===== src/rtl/prior_encoder_pending_if.sv =====
// Request/offer bundle for prior_encoder_pending: request pulses in, indexed
// valid/ready offer out, plus pending-set and collision visibility.
interface prior_encoder_pending_if #(
  parameter int N = 8,
  parameter int W = $clog2(N)
);
  logic [N-1:0] D;
  logic         ready;
  logic [W-1:0] idx;
  logic         V;
  logic [N-1:0] pending;
  logic         collide;

  // master is the encoder; slave is the event source plus consumer
  modport master (input D, ready, output idx, V, pending, collide);
  modport slave  (output D, ready, input idx, V, pending, collide);
endinterface


===== src/rtl/prior_encoder_pending.sv =====
// Registered N-input priority encoder with pending-event capture, fixed or
// round-robin arbitration and a valid/ready index offer.
module prior_encoder_pending #(
  parameter int N           = 8,
  parameter int W           = $clog2(N),
  parameter bit ROUND_ROBIN = 1'b0
) (
  input  logic                   clk,
  input  logic                   rst,
  prior_encoder_pending_if.master bus
);

  logic [N-1:0] p_q;
  logic         v_q;
  logic [W-1:0] idx_q;
  logic [W-1:0] ptr_q;
  logic         collide_q;

  logic         accept;
  logic         slot_free;
  logic         load;
  logic         found;
  logic [W-1:0] pos;
  logic [W-1:0] sel;
  logic [N-1:0] clr;

  assign accept    = v_q & bus.ready;
  assign slot_free = ~v_q | accept;
  assign load      = slot_free & (|p_q);

  // Downward search starting just below ptr, wrapping N-1 after 0. In fixed
  // mode ptr never moves off 0, so the search is plain highest-bit-wins.
  // NOTE: every always_comb output gets a default before any conditional
  // assignment; otherwise a path that skips it infers a latch.
  always_comb begin
    sel   = '0;
    found = 1'b0;
    pos   = '0;
    for (int k = 0; k < N; k++) begin
      pos = W'((int'(ptr_q) + 2 * N - 1 - k) % N);
      if (!found && p_q[pos]) begin
        sel   = pos;
        found = 1'b1;
      end
    end
  end

  always_comb begin
    clr = '0;
    if (load) clr[sel] = 1'b1;
  end

  // NOTE: state is updated with non-blocking assignments so every register
  // samples the pre-edge values, independent of statement order.
  always_ff @(posedge clk) begin
    if (rst) begin
      p_q       <= '0;
      v_q       <= 1'b0;
      idx_q     <= '0;
      ptr_q     <= '0;
      collide_q <= 1'b0;
    end else begin
      // A new pulse wins over the clear, so it survives as a fresh event.
      p_q       <= (p_q & ~clr) | bus.D;
      collide_q <= |(bus.D & p_q & ~clr);
      if (slot_free) begin
        v_q <= |p_q;
        if (load) begin
          idx_q <= sel;
          if (ROUND_ROBIN) ptr_q <= sel;
        end
      end
    end
  end

  assign bus.idx     = idx_q;
  assign bus.V       = v_q;
  assign bus.pending = p_q;
  assign bus.collide = collide_q;

endmodule


===== src/flat_wrapper.sv =====
// flat-port wrapper written by rule: the top's interface ports become plain ports
module prior_encoder_pending_flat 
#(
  parameter int N           = 8,
  parameter int W           = $clog2(N),
  parameter bit ROUND_ROBIN = 1'b0
)
  (clk, rst, bus_D, bus_ready, bus_idx, bus_V, bus_pending, bus_collide);
  prior_encoder_pending_if #(.N(N), .W(W)) bus_i ();
  input  logic clk;
  input  logic rst;
  input wire logic [$bits(bus_i.D)-1:0] bus_D;
  input wire logic [$bits(bus_i.ready)-1:0] bus_ready;
  output wire logic [$bits(bus_i.idx)-1:0] bus_idx;
  output wire logic [$bits(bus_i.V)-1:0] bus_V;
  output wire logic [$bits(bus_i.pending)-1:0] bus_pending;
  output wire logic [$bits(bus_i.collide)-1:0] bus_collide;
  assign bus_i.D = bus_D;
  assign bus_i.ready = bus_ready;
  assign bus_idx = bus_i.idx;
  assign bus_V = bus_i.V;
  assign bus_pending = bus_i.pending;
  assign bus_collide = bus_i.collide;
  prior_encoder_pending #(.N(N), .W(W), .ROUND_ROBIN(ROUND_ROBIN)) u_core (.clk(clk), .rst(rst), .bus(bus_i));
endmodule

===== config.mk =====
export PLATFORM = sky130hd
export DESIGN_NAME = prior_encoder_pending_flat
export DESIGN_NICKNAME = d
export VERILOG_FILES = /design/src/rtl/prior_encoder_pending_if.sv /design/src/rtl/prior_encoder_pending.sv /design/src/flat_wrapper.sv
export SDC_FILE = /design/constraint.sdc
export NUM_CORES = 1
export LEC_CHECK = 0
export CAP_MARGIN = 30
export CORE_AREA = 2 2 42 52
export DETAILED_ROUTE_END_ITERATION = 8
export DIE_AREA = 0 0 44 54
export MAX_ROUTING_LAYER = met4
export PLACE_DENSITY = 0.61
export REMOVE_ABC_BUFFERS = 1
export SYNTH_ARGS = -nofsm -noshare
export SYNTH_HDL_FRONTEND = slang
export SYNTH_SLANG_ARGS = --single-unit
export TNS_END_PERCENT = 30

===== constraint.sdc =====
create_clock -name clk -period 2.43 [get_ports clk]
set_input_delay 0.3645 -clock clk [delete_from_list [all_inputs] [get_ports clk]]
set_output_delay 0.3645 -clock clk [all_outputs]
set_load 0.02 [all_outputs]

* Yosys cells after proc, flatten, opt, wreduce, memory -nomap -nowiden
Cells that the tools add are included.
Cells by class: multiplexer cells 18, reductions and logical operators 18, bitwise logic cells 9, $lt $le $gt $ge 2
Operator list (number):
- bitwise AND 8 bit | 3
- two-way mux 3 bit | 8
- OR reduction 8 bit | 2
- logical AND 1 bit | 8
- two-way mux 1 bit | 8
- two-way mux 8 bit | 1
- inverter 8 bit | 1
- OR 8 bit | 1
- logical NOT 1 bit | 7
- less-than comparator 3 x 4 -> 1 bit (second input constant) | 1
- demux 1 bit (select 3 bit) | 1
- >= comparator 3 x 1 -> 1 bit (second input constant) | 1
- bitwise AND 1 bit | 2
- AND reduction 2 bit | 1
- inverter 1 bit | 1
- OR 1 bit | 1
Word-level totals: word-level logic and storage cells 51, input bits 11, output and inout port bits 13, register bits 13

* Depth between registers and ports, before layout
Gate-level depths: netlist (run 1).
word-level depth 30, gate-level depth with buffers 5, gate-level depth less buffers 4

* Worst setup path before layout (run 1)
OpenSTA, ideal clock, no wires.
path kind reg-to-reg, start register u_core.p_q[6] (netlist: u_core.bus.pending[6]), end register u_core.idx_q[1] (netlist: u_core.bus.idx[1]), stages on the path, launching flop included 6, setup time 0.128 ns, required time 2.302 ns, period minus slack after synthesis 1.485 ns, setup slack 0.945 ns, arrival time 1.357 ns, path buffers 1, cells stage by stage dfxtp_1 > buf_2 > nor4_4 > a31o_2 > mux2i_1 > nor2_1
On the way: longest elaborated chain between the ends 20, elaborated cells between the ends (all ways) 29, those cells by class mux: 13; bitwise: 1; reduce/logical: 15
Ends and longest elaborated chain:
- start, declared | RTL line prior_encoder_pending.sv:13 | logic [N-1:0] p_q;
- start signal, assigned | RTL line prior_encoder_pending.sv:64 | p_q <= (p_q & ~clr) | bus.D;
- logical AND 1 bit | RTL line prior_encoder_pending.sv:41 | if (!found && p_q[pos]) begin
- two-way mux 1 bit | RTL line prior_encoder_pending.sv:41
- logical NOT 1 bit | RTL line prior_encoder_pending.sv:41
- logical AND 1 bit | RTL line prior_encoder_pending.sv:41
- two-way mux 1 bit | RTL line prior_encoder_pending.sv:41
- logical NOT 1 bit | RTL line prior_encoder_pending.sv:41
- logical AND 1 bit | RTL line prior_encoder_pending.sv:41
- two-way mux 1 bit | RTL line prior_encoder_pending.sv:41
- [... 4 more ...]
- logical AND 1 bit | RTL line prior_encoder_pending.sv:41
- two-way mux 1 bit | RTL line prior_encoder_pending.sv:41
- logical NOT 1 bit | RTL line prior_encoder_pending.sv:41
- logical AND 1 bit | RTL line prior_encoder_pending.sv:41
- two-way mux 1 bit | RTL line prior_encoder_pending.sv:41
- logical NOT 1 bit | RTL line prior_encoder_pending.sv:41
- logical AND 1 bit | RTL line prior_encoder_pending.sv:41
- two-way mux 3 bit | RTL line prior_encoder_pending.sv:41
- end signal, assigned | RTL line prior_encoder_pending.sv:69 | idx_q <= sel;
- end, declared | RTL line prior_encoder_pending.sv:15 | logic [W-1:0] idx_q;
Several ways; a longest one is shown, not always the timed one. A chain may end at the register's enable or synchronous reset.

* Worst setup path in the final report (run 1)
start register u_core.p_q[7] (netlist: u_core.bus.pending[7]), end output bus_pending[7]
RTL lines:
- end, declared | RTL line flat_wrapper.sv:16 | output wire logic [$bits(bus_i.pending)-1:0] bus_pending;
No word-level cell between the ends.

==> summary.md, run 1 <==
| Metric | Value |
|---|---|
| PortBufs | `23` |
| Final #Nets | `111` |
| Max clock buf depth | `2` |
| Post-Place Cells | `around 120` |
| Worst vdd ir | `around 0.33 mV` |
| DRT iter0 DRCs | `27` |
| Ports | `24` |
| Vias in the first global route | `579` |
| CTS tree | `built` |
| Clk_lat worst skew | `between 200 and 300 ps` |
| Syn Area/Cell | `8.17 um^2` |
| H-tree depth | `1` |
| Reg2reg end | `u_core.bus.idx[1]` |
| Fin. max-slew vios | `0` |
| Clock Skew | `0.596 ps` |
| Post-synthesis sequential element count | `13` |
| Vias | `645` |
| Cell Area, Synth | `621 um^2` |
| Tmin final | `~1900 ps` |
| Postcts setup bufs | `0` |
| Max-cap violations | `0` |
| Utilization after layout | `0.457` |
| Req. time, crit path | `a little over 2000 ps` |
| Drt pass-1 iters | `4` |
| Die width | `about 44 um` |
| Post-CTS sizing | `0` |
| Sum of buffers and inverters on the critical path | `1` |
| GR Overflow Total | `0` |
| Slowest CP cell | `clkdlybuf4s50_1` |
| Netlist cell types | `26` |
| Crit end category | `output port` |
| Critical Path Fanout Max | `9` |
| Family with the most delay on the worst path | `buffers and inverters` |
| Fmax | `about 540 MHz` |
| Final Cycle Share | `0.763` |
| Global Route Usage Sum | `0.144` |
| Clock transition at path regs | `80 ps` |
| DRC | `0` |
| Height of the die | `around 54 um` |
| Dpl hpwl | `1090 um` |
| Worst hold margin | `between 400 and 500 ps` |
| WHS Path Cells | `2` |
| Final hold violation count | `0` |
| Crit path launch | `u_core.bus.pending[7]` |
| CP cell instances | `clkdlybuf4s50_1` |
| Routing usage on met2 | `0.233` |
| Total CTS buffers | `3` |
| RSZ-0062 raised after global routing | `no` |
| Share of cells above drive strength 1 | `0.0505` |
| Final ANT Viol Nets | `0` |
| Arr. time, crit path | `between 1000 and 1500 ps` |
| Die ar. | `about 0.0024 mm^2` |
| R2R Setup Slk | `about 860 ps` |
| Class of the worst hold path | `flop to flop` |
| Busiest grt layer | `met2` |
| Status | `complete, no violations` |
| Setup tns final | `0 ps` |
| Final WL | `between 1000 and 1500 um` |
| Initial Util | `0.320` |
| Critical Path Start Type | `flop` |
| Final Wtd Congestion | `0.834` |
| Mean routed wirelength per cell | `12.5 um` |
| CP max stage delay | `670 ps` |
| Setup CP Type | `flop to output port` |
| Reg2reg path depth | `4` |
| Post-route setup slack | `between 500 and 600 ps` |
| Pwr Density | `around 600 mW/mm^2` |
| Core Footprint | `0.00194 mm^2` |
| Post-DR vias/cell | `5.42` |
| Area grow syn2layout | `42.5%` |
| Clock sink count | `13` |
| Pin count of the biggest net entering global routing | `14` |
| Placement Rows | `18` |
| Initial antenna violation count | `0` |
| First-pass GRT wire length | `between 2000 and 2500 um` |
| Critical R2R Launch | `u_core.bus.pending[4]` |
| Post-synthesis cell count | `76` |
| M1 GR Usage | `0.165` |
| WHS Endpoint | `u_core.bus.idx[2]` |
| GR Util met3 | `0.0336` |
| Clk root buf | `clkbuf_4` |
| Leak Pwr | `approximately 0.34 nW` |
| Worst Max-Slew Pin Slew | `between 500 and 600 ps` |
| Final setup violation count | `0` |
| Setup WS pre-CTS | `648 ps` |
| Hold Buf Count CTS | `0` |
| Register area share after synthesis | `0.419` |
| N_diodes | `0` |
| YS warnings | `0` |
| Final std cells w/o fill | `approximately 120` |
| Slew headroom | `0.663` |
| Hold_sp | `u_core.bus.idx[2]` |
-- cell type report --
type,count,area (um^2)
flip-flops and latches,13,260
well taps,20,25.0
clock buffers,4,26.3
inverters,5,18.8
multi-input cells,54,324
repair buffers,23,230
fillers,195,1050
-- placed cells by master (no fill, tap or decap), types with 3 or more instances in the layout --
cell type,n
nor2_1,12
a21oi_1,13
dfxtp_1,13
clkbuf_4,3
nand2_1,4
clkdlybuf4s50_1,23
inv_1,5
-- through the flow --
step | power [W] | area [um^2]
floorplan | 0.000329 | 603
global placement | 0.000399 | 858
detailed placement | 0.000398 | 858
CTS | 0.000531 | 885
global route | 0.000555 | 885
finish | 0.000528 | 885
-- where the power goes --
part	internal, W	total (W)	leakage, nW	switching (W)
sequential	0.000231	0.000253	0.109	0.0000216
combinational	0.0000713	0.000141	0.217	0.0000699
clock	0.0000637	0.000134	0.0150	0.0000707
total	0.000366	0.000528	0.341	0.000162
-- metal layers --
| metal | vias to the layer above | wire length, um | share of wire |
|---|---|---|---|
| li1 | 322 | - | - |
| met1 | 290 | 633 | 0.43 |
| met2 | 28 | 700 | 0.47 |
| met3 | 5 | 118 | 0.080 |
| met4 | 0 | 29 | 0.020 |
| met5 | - | 0 | 0 |
-- synthesized netlist by cell type (all sizes together) --
library cell  number  area (um^2)
o211ai             1         7.51
o2bb2ai            1         8.76
nand2b             2         12.5
nand3b             1         7.51
dfxtp             13          260
o211a              1         10.0
a211oi             2         15.0
nor2b              2         12.5
o41ai              2         17.5
inv                5         18.8
mux2i              1         10.0
nor2              12         45.0
a222oi             1         10.0
a32oi              1         8.76
clkbuf             2         7.51
nand3              1         5.00
nor4               2         27.5
a31oi              1         6.26
nor3               2         10.0
buf                2         10.0
nand2              4         15.0
a31o               1         8.76
o31ai              2         15.0
a21oi             13         65.1
and2               1         6.26
-- kinds of logic after synthesis --
group	share of synthesized area
AOI/OAI and AO/OA	0.278
muxes	0.0161
and+or+nand+nor	0.228
buffers and inverters	0.0585
DFF	0.419
-- state kept, by name, summed over array words and instances, names as in the netlist --
register            cells
u_core.bus.pending      8
u_core.bus.V            1
u_core.bus.idx          3
u_core.bus.collide      1
-- worst max-delay path by stage --
stage | end | slack, ps | depth (start not counted)
floorplan | u_core.bus.idx[1] | 980 | 4
global placement | u_core.bus.idx[1] | 700 | 5
detailed placement | u_core.bus.idx[1] | 650 | 5
CTS | bus_pending[7] | 580 | 1
global route | bus_pending[7] | 520 | 1
finish | bus_pending[7] | 580 | 1
No activity file was read; power rests on OpenSTA's default activity.
==> run 2: changes to the inputs <==
Clock period 2.43 ns to 1.75 ns, I/O delays scaled along.
==> run 2 against run 1 <==
  * Critical endpoint is now bus_pending[5]
  * Non-clock buffer count grew 3
  * Combinational power grew 45%
  * Largest cell class unchanged
  * Utilization grew 1.2 points
  * Clock power grew 36%
  * Sequential cell count is the same
  * Register-to-register slack lost 630 ps
  * Clock-buffer cell count is the same
  * Clock skew grew 2.9 ps
  * Hold slack lost 4.4 ps
  * Die area is the same
  * Final cell count grew 2.5%
  * Power grew 39%
==> summary.md, run 2 (same netlist as run 1, synthesis figures left out) <==
| Metric | Value |
|---|---|
| Post-DR vias/cell | `between 5 and 6` |
| Vias | `about 650` |
| Critical Path Start Type | `flop` |
| Clock transition at path regs | `about 80 ps` |
| DRC | `0` |
| CP cell instances | `clkdlybuf4s50_1` |
| Area grow syn2layout | `46.4%` |
| DR WL met2 | `between 700 and 800 um` |
| Clock sink count | `13` |
| Vias in the first global route | `604` |
| Setup tns final | `0 ps` |
| Final ANT Viol Nets | `0` |
| Slew headroom | `0.676` |
| Height of the die | `roughly 54 um` |
| Final std cells w/o fill | `122` |
| Total chip power | `0.000735 W` |
| Tmin final | `~1700 ps` |
| Number of flip-flops in the largest register | `8` |
| Worst hold margin | `492 ps` |
| Commonest non-fill, non-tap cells in the layout | `clkdlybuf4s50_1 (23), a21oi_1 (13), nor2_1 (12), dfxtp_1 (12), inv_1 (5)` |
| Post-Place Cells | `118` |
| Leak Pwr | `between 0.3 and 0.4 nW` |
| GR Overflow Total | `0` |
| Max-cap violations | `0` |
| Status | `complete, no violations` |
| Placement Rows | `18` |
| Class of the worst hold path | `flop to flop` |
| Share of cells above drive strength 1 | `0.0882` |
| Max clock buf depth | `2` |
| Pwr Density | `809 mW/mm^2` |
| Final Cycle Share | `0.952` |
| Drt pass-1 iters | `4` |
| Ports | `24` |
| Global Route Usage Sum | `0.148` |
| Sum of buffers and inverters on the critical path | `1` |
| Crit end category | `output port` |
| Final hold violation count | `0` |
| Slowest CP cell | `clkdlybuf4s50_1` |
| PortBufs | `23` |
| Met3 WL | `a little under 90 um` |
| Core Footprint | `0.00194 mm^2` |
| Arr. time, crit path | `around 1400 ps` |
| Pin count of the biggest net entering global routing | `14` |
| H-tree depth | `1` |
| Req. time, crit path | `between 1000 and 1500 ps` |
| Clk root buf | `clkbuf_4` |
| DRT iter0 DRCs | `12` |
| Total CTS buffers | `3` |
| Dpl hpwl | `roughly 1100 um` |
| Met1 Wirelength | `649 um` |
| Die width | `44 um` |
| Fin. max-slew vios | `0` |
| Most common cell after layout, fill and taps aside | `clkdlybuf4s50_1` |
| Final Wtd Congestion | `0.816` |
| CP max stage delay | `660 ps` |
| Worst vdd ir | `0.423 mV` |
| Initial Util | `0.320` |
| Clock Skew | `approximately 3.5 ps` |
| Clk_lat worst skew | `270 ps` |
| Final setup violation count | `0` |
| Mean routed wirelength per cell | `12.3 um` |
| Family with the most delay on the worst path | `buffers and inverters` |
| RSZ-0062 raised after global routing | `no` |
| # fillers | `between 150 and 200` |
| Fmax | `about 600 MHz` |
| Worst Max-Slew Pin Slew | `just under 500 ps` |
| Setup CP Type | `flop to output port` |
| N_diodes | `0` |
| Utilization after layout | `0.469` |
| CTS tree | `built` |
| Final #Nets | `~110` |
| Die ar. | `0.00238 mm^2` |
| First-pass GRT wire length | `between 2000 and 3000 um` |
| Final WL | `roughly 1500 um` |
| Critical Path Fanout Max | `6` |
| Top sig layer | `met4` |
| Initial antenna violation count | `0` |
## run 2: cell count changes in the layout (fill, tap and decap cells not counted), sizes merged
| cell | previous run | this run |
|---|---|---|
| buf | 0 | 3 |
## run 2: worst reg2reg max path, stage by stage, from the launching register on
cell and delay (ps):
dfxtp_1 390, nor4_4 500, a31o_2 270, mux2i_1 180
nor2_1 50
## run 2: layout make-up
type                    instances  area (um^2)  share of cell area
repair buffers                 26          253               0.278
multi-input cells              54          324               0.357
inverters                       5         18.8              0.0207
well taps                      20         25.0              0.0275
clock buffers                   4         26.3              0.0289
flip-flops and latches         13          262               0.288
## run 2: through the flow
| step | worst slack, ps | instance area, um^2 |
|---|---|---|
| floorplan | 305 | 603 |
| global placement | 153 | 881 |
| detailed placement | 147 | 881 |
| CTS | 42.1 | 907 |
| global route | 24.5 | 908 |
| finish | 84.5 | 908 |
## run 2: path summary, 6_finish.rpt
kind	startpoint	to	slack [ps]	depth (start not counted)
max	u_core.bus.pending[5]	bus_pending[5]	80	1
max reg2reg	u_core.bus.pending[5]	u_core.bus.idx[1]	230	4
min reg2reg	u_core.bus.idx[2]	u_core.bus.idx[2]	490	2
min	u_core.bus.idx[2]	u_core.bus.idx[2]	490	2
## run 2: what timing repair did
action | CTS | global route
gates resized for setup | 0 | 1
hold endpoints to repair | 0 | 0
hold buffers | 0 | 0
endpoints found under the setup margin | 0 | 1
setup buffers | 0 | 0
## run 2: power breakdown
| group | total, W | internal (W) | switching (W) |
|---|---|---|---|
| Sequential | 0.000347 | 0.000322 | 0.0000259 |
| Combinational | 0.000205 | 0.000104 | 0.000101 |
| Clock | 0.000182 | 0.0000880 | 0.0000938 |
| Total | 0.000735 | 0.000514 | 0.000221 |
## run 2: layer usage
layer | GRT usage | vias to the layer above
li1 | - | 327
met1 | 0.174 | 293
met2 | 0.252 | 24
met3 | 0.0201 | 2
met4 | 0.0606 | 0
met5 | - | -
